--- src/rtl/packer_pkg.sv ---
// Shared types and defaults for the FIFO word packer.
// PACKER_PARITY_EN (optional define) adds the registered out_parity output.
package packer_pkg;
  typedef enum logic {S_LO, S_HI} packer_state_t;
  localparam int DEFAULT_DATA_WIDTH = 8;
  localparam int DEFAULT_CNT_WIDTH  = 16;
endpackage

--- src/rtl/packer_out_reg.sv ---
// Registered valid/ready output slot for packed words.
// PACKER_PARITY_EN (optional define) adds out_parity, loaded with out_data.
module packer_out_reg #(
  parameter int W = 16
) (
  input  logic         clk,
  input  logic         reset,
  input  logic         load,
  input  logic [W-1:0] load_data,
  input  logic         ready,
  output logic [W-1:0] out_data,
`ifdef PACKER_PARITY_EN
  output logic         out_parity,
`endif
  output logic         out_valid
);
  // Load wins over handshake so a word arriving on the draining edge is kept.
  always_ff @(posedge clk) begin
    if (reset) begin
      out_data  <= '0;
      out_valid <= 1'b0;
    end else if (load) begin
      out_data  <= load_data;
      out_valid <= 1'b1;
    end else if (out_valid && ready) begin
      out_valid <= 1'b0;
    end
  end

`ifdef PACKER_PARITY_EN
  // Even parity tracks out_data, computed from the incoming word.
  always_ff @(posedge clk) begin
    if (reset)     out_parity <= 1'b0;
    else if (load) out_parity <= ^load_data;
  end
`endif
endmodule

--- src/rtl/fifo_word_packer.sv ---
// Pops low/high half-word pairs from the FIFO and emits {high, low} words.
// PACKER_PARITY_EN (optional define) adds the out_parity output.
module fifo_word_packer
  import packer_pkg::*;
#(
  parameter int DATA_WIDTH = DEFAULT_DATA_WIDTH,
  parameter int CNT_WIDTH  = DEFAULT_CNT_WIDTH
) (
  input  logic                    clk,
  input  logic                    reset,
  input  logic                    empty,
  input  logic [DATA_WIDTH-1:0]   r_data,
  output logic                    rd,
  output logic [2*DATA_WIDTH-1:0] out_data,
  output logic                    out_valid,
  input  logic                    out_ready,
`ifdef PACKER_PARITY_EN
  output logic                    out_parity,
`endif
  output logic [CNT_WIDTH-1:0]    word_cnt
);
  packer_state_t         state_q, state_d;
  logic [DATA_WIDTH-1:0] lo_reg;
  logic                  ld_lo, ld_word;

  // State register.
  always_ff @(posedge clk) begin
    if (reset) state_q <= S_LO;
    else       state_q <= state_d;
  end

  // Pop decision: low half pops freely, high half waits for a free output slot.
  always_comb begin
    state_d = state_q;
    rd      = 1'b0;
    ld_lo   = 1'b0;
    ld_word = 1'b0;
    case (state_q)
      S_LO: if (!empty) begin
        rd      = 1'b1;
        ld_lo   = 1'b1;
        state_d = S_HI;
      end
      S_HI: if (!empty && (!out_valid || out_ready)) begin
        rd      = 1'b1;
        ld_word = 1'b1;
        state_d = S_LO;
      end
      default: state_d = S_LO;
    endcase
  end

  // Low half holding register.
  always_ff @(posedge clk) begin
    if (reset)      lo_reg <= '0;
    else if (ld_lo) lo_reg <= r_data;
  end

  // Delivered-word counter, wraps naturally.
  always_ff @(posedge clk) begin
    if (reset)                       word_cnt <= '0;
    else if (out_valid && out_ready) word_cnt <= word_cnt + {{(CNT_WIDTH-1){1'b0}}, 1'b1};
  end

  packer_out_reg #(.W(2*DATA_WIDTH)) u_out (
    .clk       (clk),
    .reset     (reset),
    .load      (ld_word),
    .load_data ({r_data, lo_reg}),
    .ready     (out_ready),
    .out_data  (out_data),
`ifdef PACKER_PARITY_EN
    .out_parity(out_parity),
`endif
    .out_valid (out_valid)
  );
endmodule
--- config.mk ---
export PLATFORM = sky130hd
export DESIGN_NAME = fifo_word_packer
export DESIGN_NICKNAME = d
export VERILOG_FILES = /design/src/rtl/packer_pkg.sv /design/src/rtl/packer_out_reg.sv /design/src/rtl/fifo_word_packer.sv
export SDC_FILE = /design/constraint.sdc
export NUM_CORES = 1
export LEC_CHECK = 0
export CORE_MARGIN = 8
export CORE_UTILIZATION = 50
export DETAILED_ROUTE_END_ITERATION = 16
export PLACE_DENSITY_LB_ADDON = 0.08
export REMOVE_ABC_BUFFERS = 1
export SLEW_MARGIN = 30
export SYNTH_ARGS = -nofsm -noshare
export SYNTH_HDL_FRONTEND = slang
export SYNTH_SLANG_ARGS = --single-unit
--- constraint.sdc ---
create_clock -name clk -period 2.45 [get_ports clk]
set_input_delay 0.6125 -clock clk [delete_from_list [all_inputs] [get_ports clk]]
set_output_delay 0.6125 -clock clk [all_outputs]
set_load 0.03 [all_outputs]
Word-level counts from Yosys, hierarchy flattened:

Index checks and enable logic that the tools add are counted.

* output and inout bits: 34
* input port bits: 12
* bits in latches: 0
* memory bits (read-only): 0
* memory bits (writable): 0
* register bits after elaboration: 42
* logic and storage cells: 22
* memories kept: 0

* multipliers: 0
* reductions and logical operators: 6
* bitwise logic cells: 1
* shifts and indexed selects: 0
* add/subtract/negate cells: 1
* magnitude comparators: 0
* div/mod/pow operators: 0
* equal/unequal tests: 0
* multiplexer cells: 9

Operators with widths (count)
* 16-bit by 1-bit adder with 16-bit output (second input constant): 1
* 1-bit two-way mux: 7
* 1-bit case mux with 2 select lines: 2
* 1-bit logical AND: 2
* 1-bit zero test: 2
* 2-bit nonzero test: 1
* 1-bit logical OR: 1
* 1-bit inverter: 1

Logic depth before layout (Yosys ltp):

* depth in word-level cells: 6
* gate-level depth with buffers: 5
* mapped depth without buffers: 5

Cells and area by module:

Synthesis repeated with hierarchy kept, for this count alone.

* cell total of the unflattened synthesis: 179
* area total of the unflattened synthesis: 1674.1 µm²

Modules (own cells, without submodules)
* fifo_word_packer: instances 1, cells an instance 123, area each 1057.3 µm²
* packer_out_reg: instances 1, cells an instance 56, area each 616.8 µm²

Worst setup path after synthesis:

Ideal clock, no wire load.

* path type: in2out
* from: input port out_ready
* to: output port rd
* arrival: 1348 ps
* path slack: 490 ps
* buffers on the path: 0
* required time: 1837 ps
* stages: 2
* cells stage by stage: and2b_2 a21oi_1

* cells in the longest elaborated chain, start to end: 4

RTL lines
* from (decl): RTL line fifo_word_packer.sv:16 `input logic out_ready,`
* 1-bit logical OR: RTL line fifo_word_packer.sv:44 `S_HI: if (!empty && (!out_valid || out_ready)) begin`
* 1-bit logical AND: RTL line fifo_word_packer.sv:44
* 1-bit two-way mux: RTL line fifo_word_packer.sv:44
* 1-bit case mux with 2 select lines: RTL line fifo_word_packer.sv:38 `case (state_q)`
* to (decl): RTL line fifo_word_packer.sv:13 `output logic rd,`

No other way between the ends.

Worst setup path after layout:

Ends and elaborated chain as after synthesis.

==> flow_metrics.env <==
export IMPL_ant_nets=0
export IMPL_synthFlopType="dfxtp_1"
export IMPL_boundaryPins=46
export IMPL_holdCritStartpoint="lo_reg[3]"
export IMPL_die_area_sq_mm=0.00547
export IMPL_syn_to_final_growth_pct=34.7
export IMPL_cp_end_kind="output port"
export IMPL_status="finished, final reports clean"
export IMPL_fmax_mhz=442
export IMPL_maxCapViolCount=0
export IMPL_synth_edf_count=0
export IMPL_layout_nets=262
export IMPL_synth_area_sq_mm=0.00168
export IMPL_io_buffers=45
export IMPL_cts_setup_buffers=0
export IMPL_p_sw_mw=0.298
export IMPL_synth_area_per_cell_sq_um=8.44
export IMPL_synth_distinct_cells=29
export IMPL_grt_use_total_pct=14.4
export IMPL_die_h_um=74.0
export IMPL_rrSetupSlack_ns=0.83
export IMPL_drt_total_wl_um=3880
export IMPL_clk_path_buf_depth=2
export IMPL_cts_sinks=42
export IMPL_hold_viol=0
export IMPL_place_gp_congestion=0.768
export IMPL_synth_cells=199
export IMPL_min_period_ns=2.26
export IMPL_ys_ff_latch=42
export IMPL_critPathLaunch="out_ready"
export IMPL_vias=1527
export IMPL_worstReg2RegEnd="word_cnt[15]"
export IMPL_whs_endpoint="u_out.out_data[3]"
export IMPL_grt_overflow=0
export IMPL_finalCritPeriodShare_pct=92.4
export IMPL_relSlewSlack_pct=63.2
export IMPL_drive_above_1_share_pct=9.20
export IMPL_ff2ff_path_depth=4
export IMPL_antenna_cells=0
export IMPL_cts_root_buf="clkbuf_4"
export IMPL_total_power_mw=1.25
export IMPL_wl_per_cell_um=13.1
export IMPL_cts_hold_buf=0
export IMPL_final_max_slew_viol_count=0
export IMPL_synth_most_common_cell="nand2_1"
export IMPL_tritoncts="yes"
export IMPL_crit_path_start_kind="primary input"
export IMPL_via_per_inst=5.16
export IMPL_crit_type="primary input to output port"
export IMPL_grt_pass1_wl_um=6110
export IMPL_drc=0
export IMPL_dp_hpwl_um=2840
export IMPL_ys_seq_area_share_pct=50.1
export IMPL_grt_start_max_net_pins=18
export IMPL_hp_class="flop to flop"
export IMPL_drt_iter0_drc=72
export IMPL_tns_ns=0
export IMPL_synthTopCellsByCount="48 x nand2_1, 42 x dfxtp_1, 31 x a21oi_1, 12 x nor2_1, 9 x o21ai_0"
export IMPL_switching_share_pct=23.9
export IMPL_clk_latency_ns=0.35
export IMPL_clk_pin_slew_ns=0.11
export IMPL_r2r_start="u_out.out_valid"
export IMPL_antenna_found_initial=0
export IMPL_power_frac_seq_pct=57.2
export IMPL_required_ns=1.84
export IMPL_post_cts_resized=0
export IMPL_arrival_ns=1.65
export IMPL_clkPwrFrac_pct=33.0
export IMPL_initial_core_util_pct=51.1
export IMPL_finClkSkew_ns=0.00299
export IMPL_rows=21
export IMPL_async_flop_share_pct=0
export IMPL_p_comb_share_pct=9.8
export IMPL_cts_buffers_inserted=5
export IMPL_crit_fanout=2
export IMPL_design_core_area_sq_mm=0.00328
export IMPL_synth_top_area_cell="dfxtp_1"
export IMPL_setup_viol=0
export IMPL_grt_pass1_vias=1329
export IMPL_power_leakage_nw=0.760
export IMPL_internal_power_mw=0.951
export IMPL_firstDrtPassIters=4
export IMPL_power_density_mw_per_mm2=552
export IMPL_rsz0062_at_grt="false"
export IMPL_yosys_warnings=0
export IMPL_synth_area_leaders="dfxtp_1 50%, nand2_1 11%, a21oi_1 9.2%"
export IMPL_irDropWorstVdd_mv=0.349
export IMPL_synth_top_area_share_pct=50.1
export IMPL_die_w_um=74.0
export IMPL_cts_max_level=2
export IMPL_tightest_slew_ns=0.550
export IMPL_hold_path_depth=2
metrics by stage:
step / instance area, sq um / instances / setup WS (ns) / hold slack (ns) / util [%]
2_1_floorplan: 1620 / 189 / 0.490 / 0.422 / -
3_3_place_gp: 2180 / 288 / 0.161 / 0.438 / 66.5
3_5_place_dp: 2180 / 288 / 0.0885 / 0.444 / 66.5
4_1_cts: 2260 / 296 / 0.172 / 0.460 / 68.9
5_1_grt: 2260 / 296 / 0.135 / 0.488 / 68.9
6_report: 2260 / 296 / 0.187 / 0.457 / 68.9
critical path: stages:
cell	delay (ns)
clkdlybuf4s50_1	0.47
and2b_2	0.24
a21oi_1	0.15
buf_4	0.18
area by class of cell:
class / instances / area, sq um
fillers: 284 / 1020
flip-flops and latches: 42 / 841
multi-input cells: 144 / 766
repair buffers: 53 / 508
clock buffers: 8 / 78.8
well taps: 46 / 57.6
inverters: 3 / 11.3
power groups by stage:
stage	registers, mW	logic, mW	clock network [mW]
final	0.714	0.123	0.413
after global routing	0.718	0.133	0.446
after detailed placement	0.730	0.123	0
after floorplan	0.744	0.0354	0
after CTS	0.715	0.123	0.423
after global placement	0.729	0.121	0
worst max-delay path by stage:
stage | to | slack (ns) | cells after the start
after floorplan | rd | 0.49 | 2
after global placement | word_cnt[15] | 0.16 | 6
after detailed placement | word_cnt[15] | 0.09 | 6
after CTS | rd | 0.17 | 4
after global routing | rd | 0.14 | 4
final | rd | 0.19 | 4
cells in the final DEF (no fill, tap or decap), drive strengths merged, types with 2 or more instances in the layout:
cell type / n
nand2: 48
clkdlybuf4s50: 44
dfxtp: 42
a21oi: 31
nor2: 12
o21ai: 9
buf: 9
clkbuf: 8
nand3: 6
xor2: 5
xnor2: 5
nor4: 4
o31ai: 3
or4: 3
inv: 3
nor3: 3
and4: 3
nand4: 2
nor2b: 2
metal layers:
layer  vias to the layer above  wire, um  track usage (%)
met2                        46      1760             21.7
met1                       696      1750             17.9
li1                        778         -                -
met3                         7       308             5.66
met5                         -         0                0
met4                         0        61             5.99
cells by family (layout without fill, tap and decap cells):
family | after synthesis | count (layout) | synth area share (%)
simple gates | 89 | 89 | 25.7
compound gates | 43 | 43 | 13.3
flops | 42 | 42 | 50.1
buf+inv | 13 | 64 | 4.32
xor+xnor | 10 | 10 | 5.22
fa+ha+maj | 1 | 1 | 0.745
mux | 1 | 1 | 0.671
Power figures use the tool's default switching activity.
